### config.mk
export PLATFORM = sky130hd
export DESIGN_NAME = rvx_response_merger_flat
export DESIGN_NICKNAME = d
export VERILOG_FILES = /design/src/rtl/rvx_response_merger_if.sv /design/src/rtl/rvx_response_merger.sv /design/src/flat_wrapper.sv
export SDC_FILE = /design/constraint.sdc
export NUM_CORES = 1
export LEC_CHECK = 0
export CORE_UTILIZATION = 41
export DETAILED_ROUTE_END_ITERATION = 8
export MAX_ROUTING_LAYER = met4
export PLACE_DENSITY = 0.95
export SLEW_MARGIN = 25
export SYNTH_ARGS = -nofsm -noshare
export SYNTH_HDL_FRONTEND = slang
export SYNTH_SLANG_ARGS = --single-unit
export TNS_END_PERCENT = 100
### constraint.sdc
create_clock -name clk -period 8.2 [get_ports clk]
set_clock_uncertainty 0.05 [all_clocks]
set_input_delay 1.64 -clock clk [delete_from_list [all_inputs] [get_ports clk]]
set_output_delay 1.64 -clock clk [all_outputs]
set_load 0.05 [all_outputs]
### src/rtl/rvx_response_merger_if.sv
// Stream bundle between the response sources, the merger and the master-side sink.
// The slave modport is the merger's view. The master modport is the environment's view.
interface rvx_response_merger_if #(
  parameter int NUM_SOURCE = 4,
  parameter int BW_DATA    = 32
);
  logic [NUM_SOURCE-1:0]         sinput_valid_list;
  logic [NUM_SOURCE-1:0]         sinput_ready_list;
  logic [NUM_SOURCE*BW_DATA-1:0] sinput_data_list;
  logic [NUM_SOURCE-1:0]         sinput_last_list;
  logic                          moutput_valid;
  logic                          moutput_ready;
  logic [BW_DATA-1:0]            moutput_data;
  logic                          moutput_last;
  logic [NUM_SOURCE-1:0]         moutput_source;

  modport slave (
    input  sinput_valid_list,
    input  sinput_data_list,
    input  sinput_last_list,
    input  moutput_ready,
    output sinput_ready_list,
    output moutput_valid,
    output moutput_data,
    output moutput_last,
    output moutput_source
  );

  modport master (
    output sinput_valid_list,
    output sinput_data_list,
    output sinput_last_list,
    output moutput_ready,
    input  sinput_ready_list,
    input  moutput_valid,
    input  moutput_data,
    input  moutput_last,
    input  moutput_source
  );
endinterface

### src/rtl/rvx_response_merger.sv
// Many-to-one response merger: round-robin arbitration, burst lock until `last`,
// one registered output stage, and a one-hot tag giving the source of each output beat.
module rvx_response_merger #(
  parameter int NUM_SOURCE = 4,
  parameter int BW_DATA    = 32
) (
  input  logic                 clk,
  input  logic                 rstnn,
  rvx_response_merger_if.slave bus,
  output logic                 idle
);
  localparam int IDX_W = (NUM_SOURCE > 1) ? $clog2(NUM_SOURCE) : 1;
  typedef logic [IDX_W-1:0] idx_t;
  typedef enum logic {UNLOCKED = 1'b0, LOCKED = 1'b1} lock_state_e;

  lock_state_e           lock_q, lock_d;
  idx_t                  lock_owner_q, lock_owner_d;
  idx_t                  rr_pointer_q, rr_pointer_d;
  logic                  out_valid_q, out_valid_d;
  logic [BW_DATA-1:0]    out_data_q, out_data_d;
  logic                  out_last_q, out_last_d;
  logic [NUM_SOURCE-1:0] out_source_q, out_source_d;

  logic [NUM_SOURCE-1:0] grant;
  idx_t                  grant_idx;
  logic [BW_DATA-1:0]    grant_data;
  logic                  grant_last;
  logic                  load_en;
  logic                  transfer;

  // The explicit wrap keeps the pointer in range when NUM_SOURCE is not a power of two.
  function automatic idx_t next_index(input idx_t k);
    if (32'(k) == 32'(NUM_SOURCE - 1)) return '0;
    return k + idx_t'(1);
  endfunction

  always_comb begin
    int unsigned pos;
    idx_t        sel;
    grant = '0;
    pos   = 0;
    sel   = '0;
    if (lock_q == LOCKED) begin
      for (int unsigned i = 0; i < NUM_SOURCE; i++) begin
        if (idx_t'(i) == lock_owner_q) grant[i] = bus.sinput_valid_list[i];
      end
    end else begin
      for (int unsigned off = 0; off < NUM_SOURCE; off++) begin
        pos = 32'(rr_pointer_q) + off;
        if (pos >= 32'(NUM_SOURCE)) pos = pos - 32'(NUM_SOURCE);
        sel = idx_t'(pos);
        if ((grant == '0) && bus.sinput_valid_list[sel]) grant[sel] = 1'b1;
      end
    end
  end

  always_comb begin
    grant_idx  = '0;
    grant_data = '0;
    grant_last = 1'b0;
    for (int unsigned i = 0; i < NUM_SOURCE; i++) begin
      if (grant[i]) begin
        grant_idx  = idx_t'(i);
        grant_data = bus.sinput_data_list[i*BW_DATA +: BW_DATA];
        grant_last = bus.sinput_last_list[i];
      end
    end
  end

  assign load_en  = !out_valid_q || bus.moutput_ready;
  assign transfer = load_en && (grant != '0);
  // Gating with rstnn keeps ready low for the whole reset, even while sources hold valid.
  assign bus.sinput_ready_list = (load_en && rstnn) ? grant : '0;

  always_comb begin
    lock_d       = lock_q;
    lock_owner_d = lock_owner_q;
    rr_pointer_d = rr_pointer_q;
    out_valid_d  = out_valid_q;
    out_data_d   = out_data_q;
    out_last_d   = out_last_q;
    out_source_d = out_source_q;

    if (transfer) begin
      out_valid_d  = 1'b1;
      out_data_d   = grant_data;
      out_last_d   = grant_last;
      out_source_d = grant;
    end else if (load_en) begin
      out_valid_d = 1'b0;
    end

    case (lock_q)
      UNLOCKED: begin
        if (transfer) begin
          if (grant_last) begin
            rr_pointer_d = next_index(grant_idx);
          end else begin
            lock_d       = LOCKED;
            lock_owner_d = grant_idx;
          end
        end
      end
      LOCKED: begin
        if (transfer && grant_last) begin
          lock_d       = UNLOCKED;
          rr_pointer_d = next_index(lock_owner_q);
        end
      end
    endcase
  end

  always_ff @(posedge clk or negedge rstnn) begin
    if (!rstnn) begin
      lock_q       <= UNLOCKED;
      lock_owner_q <= '0;
      rr_pointer_q <= '0;
      out_valid_q  <= 1'b0;
      out_data_q   <= '0;
      out_last_q   <= 1'b0;
      out_source_q <= '0;
    end else begin
      lock_q       <= lock_d;
      lock_owner_q <= lock_owner_d;
      rr_pointer_q <= rr_pointer_d;
      out_valid_q  <= out_valid_d;
      out_data_q   <= out_data_d;
      out_last_q   <= out_last_d;
      out_source_q <= out_source_d;
    end
  end

  assign bus.moutput_valid  = out_valid_q;
  assign bus.moutput_data   = out_data_q;
  assign bus.moutput_last   = out_last_q;
  assign bus.moutput_source = out_source_q;
  assign idle               = !out_valid_q && (lock_q == UNLOCKED);

  // Sources must hold valid until it is accepted.
  for (genvar g = 0; g < NUM_SOURCE; g++) begin : g_src_hold
    a_valid_held: assert property (
      @(posedge clk) disable iff (!rstnn)
      (bus.sinput_valid_list[g] && !bus.sinput_ready_list[g]) |=> bus.sinput_valid_list[g]
    ) else $error("source %0d dropped valid before ready", g);
  end
endmodule

### src/flat_wrapper.sv
// flat-port wrapper written by rule: the top's interface ports become plain ports
module rvx_response_merger_flat 
#(
  parameter int NUM_SOURCE = 4,
  parameter int BW_DATA    = 32
)
  (clk, rstnn, idle, bus_sinput_valid_list, bus_sinput_data_list, bus_sinput_last_list, bus_moutput_ready, bus_sinput_ready_list, bus_moutput_valid, bus_moutput_data, bus_moutput_last, bus_moutput_source);
  rvx_response_merger_if #(.NUM_SOURCE(NUM_SOURCE), .BW_DATA(BW_DATA)) bus_i ();
  input  logic clk;
  input  logic rstnn;
  output logic idle;
  input wire logic [$bits(bus_i.sinput_valid_list)-1:0] bus_sinput_valid_list;
  input wire logic [$bits(bus_i.sinput_data_list)-1:0] bus_sinput_data_list;
  input wire logic [$bits(bus_i.sinput_last_list)-1:0] bus_sinput_last_list;
  input wire logic [$bits(bus_i.moutput_ready)-1:0] bus_moutput_ready;
  output wire logic [$bits(bus_i.sinput_ready_list)-1:0] bus_sinput_ready_list;
  output wire logic [$bits(bus_i.moutput_valid)-1:0] bus_moutput_valid;
  output wire logic [$bits(bus_i.moutput_data)-1:0] bus_moutput_data;
  output wire logic [$bits(bus_i.moutput_last)-1:0] bus_moutput_last;
  output wire logic [$bits(bus_i.moutput_source)-1:0] bus_moutput_source;
  assign bus_i.sinput_valid_list = bus_sinput_valid_list;
  assign bus_i.sinput_data_list = bus_sinput_data_list;
  assign bus_i.sinput_last_list = bus_sinput_last_list;
  assign bus_i.moutput_ready = bus_moutput_ready;
  assign bus_sinput_ready_list = bus_i.sinput_ready_list;
  assign bus_moutput_valid = bus_i.moutput_valid;
  assign bus_moutput_data = bus_i.moutput_data;
  assign bus_moutput_last = bus_i.moutput_last;
  assign bus_moutput_source = bus_i.moutput_source;
  rvx_response_merger #(.NUM_SOURCE(NUM_SOURCE), .BW_DATA(BW_DATA)) u_core (.clk(clk), .rstnn(rstnn), .bus(bus_i), .idle(idle));
endmodule
==> results.py <==
metrics = {
    "grt": {
        "overflow": 0,
        "first_global_vias": 3565,
        "grt_max_degree": 45,
        "grt_usage_pct": 29.3,
        "antenna_found_initial": 0,
        "grt_pass1_wl_um": 17000,
    },
    "timing": {
        "rsz0062_at_grt": "no",
        "worst_slew_pin_slew_ps": 943,
        "setup_viol": 0,
        "period_needed_ps": 6610,
        "hold_viol_final": 0,
        "setup-tns-final_ps": 0,
        "slew_headroom_pct": 37.1,
        "slew_violations": 0,
        "setup_slack_ps": 1590,
        "fmax_ghz": 0.151,
        "period_share_pct": 80.6,
        "whs_ps": 433,
    },
    "setup_path": {
        "cp_common_cell": "clkdlybuf4s50_1",
        "crit_chain": "clkdlybuf4s50_1, mux4_2, nor2b_1, nand3_1, and4_1, a32oi_2, buf_4, nor2_1, clkdlybuf4s50_1",
        "max_stage_delay_ps": 710,
        "crit_slowest_cell": "clkdlybuf4s50_1",
        "critPathArrivalTime_ps": 4920,
        "path_buf_inv": 3,
        "endpoint_kind": "output port",
        "crit_fanout": 39,
        "path_class": "in -> out",
        "cpLargestDelayFamily": "buffers and inverters",
        "cp-start-kind": "input port",
        "required_ps": 6510,
    },
    "detailed_routing": {
        "routed_wl_um": 10900,
        "num_vias": 3531,
        "ant_nets": 0,
        "drt_iter0_markers": 210,
        "via_per_inst": 5.89,
        "drc_errors": 0,
        "post_drt_wl_per_cell_um": 18.2,
        "dr.pass1.iters": 6,
    },
    "placed_design": {
        "routabilityCongestion": 1.05,
        "hpwl_um": 8030,
        "pre_cts_slack_ps": 1630,
        "numPortBuffers": 181,
    },
    "logic_synthesis": {
        "syn_avg_cell_area_um2": 8.91,
        "synthCells": 339,
        "async_reset_ff_share_pct": 100,
        "syn_nets": 490,
        "ys_seq_area_share_pct": 35.6,
        "synth_cell_types": 47,
        "synthFlopType": "dfrtp_1",
        "yosys_warnings": 0,
        "synthesis.area_um2": 3020,
        "synth_edf_count": 0,
        "ys_ff_latch": 43,
    },
    "final_layout": {
        "areaGrowthSynthToFinish_pct": 64.1,
        "layout-drive-gt1-share_pct": 5.16,
        "nNetsFinal": 654,
        "final_core_util_pct": 71.4,
        "antenna_cells": 0,
        "layout_common_cells": "180 x clkdlybuf4s50_1, 51 x nand2_1, 43 x dfrtp_1",
        "mostFrequentLayoutCell": "clkdlybuf4s50_1",
    },
    "pwr": {
        "power.switching_mw": 1.36,
        "p_int_mw": 1.09,
        "clkPwrFrac_pct": 5.4,
        "ir_drop_uv": 315,
        "pwr-share-comb_pct": 78.3,
        "p_seq_share_pct": 16.4,
        "power_density_nw_per_um2": 495,
        "switching_share_pct": 55.5,
        "power_leakage_nw": 1.96,
    },
    "clock_tree": {
        "clock_latency_ps": 280,
        "clk_pin_slew_ps": 80,
        "hold_buffers": 0,
        "tritoncts": "done",
        "ctsResizeCount": 0,
        "cts_made_buffers": 5,
        "clockBufferDepth": 2,
        "cts_root_buf": "clkbuf_8",
        "h-tree-depth": 2,
        "clock-sinks": 43,
        "postCtsSetupBuffers": 0,
    },
    "floorplan": {
        "io_pins": 182,
        "fp.dieH_um": 87.8,
        "core_area_um2": 6940,
        "rows": 30,
        "dieArea_um2": 7720,
        "start_util_pct": 43.5,
        "die_x_um": 87.8,
    },
    "worst_hold_path": {
        "hp-class": "reg -> reg",
    },
    "run": {
        "cap_viol_max_count": 0,
    },
    "outcome": {
        "status": "finished clean",
    },
}
==> sequential cells by signal, indices dropped and copies added, names as in the netlist <==
name	flops
u_core.rr_pointer_q	2
u_core.bus.moutput_data	32
u_core.bus.moutput_last	1
u_core.lock_q	1
u_core.bus.moutput_valid	1
u_core.bus.moutput_source	4
u_core.lock_owner_q	2
==> cells in the mapped netlist, drive strengths merged (2+ instances only) <==
cell type | n | area share, %
dfrtp | 43 | 36
nand3 | 6 | 0.99
a31o | 2 | 0.87
o31ai | 3 | 1.2
a41oi | 2 | 0.58
a22o | 2 | 0.58
a21oi | 6 | 0.99
a21boi | 2 | 0.50
o41ai | 21 | 6.1
clkbuf | 18 | 2.2
a32oi | 3 | 0.87
a221oi | 32 | 9.3
mux2i | 3 | 0.99
inv | 7 | 0.87
o211ai | 2 | 0.66
o21ai | 24 | 4.0
nand2 | 52 | 6.5
mux4 | 4 | 3.2
a2bb2oi | 11 | 3.2
nor3 | 24 | 4.0
nor2b | 5 | 1.3
ha | 12 | 5.0
buf | 13 | 2.6
nor2 | 26 | 3.2
==> routing by layer <==
metal	global-route usage [%]	vias up	routed length, um
li1	-	1636	-
met1	32.9	1634	3980
met2	52.4	219	5630
met3	5.00	42	996
met4	9.39	0	305
met5	-	-	0
==> per-stage QoR <==
step	cells	area, um2	power, mW
2_1_floorplan	339	3020	1.78
3_3_place_gp	592	4870	2.23
3_5_place_dp	592	4870	2.31
4_1_cts	600	4960	2.45
5_1_grt	600	4960	2.63
6_report	600	4960	2.45
==> power groups by stage <==
stage                     Combinational [mW]  Sequential, mW  Clock, mW
final                                   1.92           0.401      0.132
after global routing                    2.07           0.414      0.143
after CTS                               1.91           0.401      0.135
after detailed placement                1.91           0.405          0
after global placement                  1.84           0.399          0
after floorplan                         1.07           0.705          0
==> layout make-up <==
cell class,instances,area [um2]
Inverter,7,26.3
Clock buffer,6,72.6
Timing Repair Buffer,188,1860
Clock inverter,2,12.5
Multi-Input combinational cell,258,1790
Tap cell,96,120
Fill cell,526,1990
Sequential cell,43,1080
==> worst register-to-register path: cells and delay by family (launching register included) <==
kind                     cells  cell delay, ps
AO/OA/AOI/OAI                5            1770
adder cells (fa/ha/maj)      1             310
buffers and inverters        3            1020
flip-flops                   1             580
AND/OR/NAND/NOR              3            1330
==> path summary, 6_finish.rpt <==
path / startpoint / endpoint / slack (ps) / cells past startpoint
hold / removal: u_core.bus.moutput_data[16] / u_core.bus.moutput_data[16] / 430 / 2
min in group asynchronous: rstnn / u_core.bus.moutput_data[4] / 1360 / 2
setup / recovery: bus_sinput_valid_list[1] / bus_sinput_ready_list[2] / 1590 / 9
setup reg to reg: u_core.rr_pointer_q[0] / u_core.bus.moutput_data[13] / 3030 / 12
max in group asynchronous: rstnn / u_core.bus.moutput_last / 6330 / 2
hold reg to reg: u_core.bus.moutput_data[16] / u_core.bus.moutput_data[16] / 430 / 2
==> cells by family (layout without fill, tap and decap cells) <==
| group | count (synthesis) | count (layout) | share of synthesized area (%) |
|---|---|---|---|
| muxes | 8 | 8 | 4.60 |
| AOI/OAI and AO/OA | 118 | 118 | 31.4 |
| buffers and inverters | 38 | 203 | 5.67 |
| adders and majority gates | 12 | 12 | 4.97 |
| DFF | 43 | 43 | 35.6 |
| and+or+nand+nor | 120 | 120 | 17.8 |
Note: power is estimated with default switching activity, not from simulation.
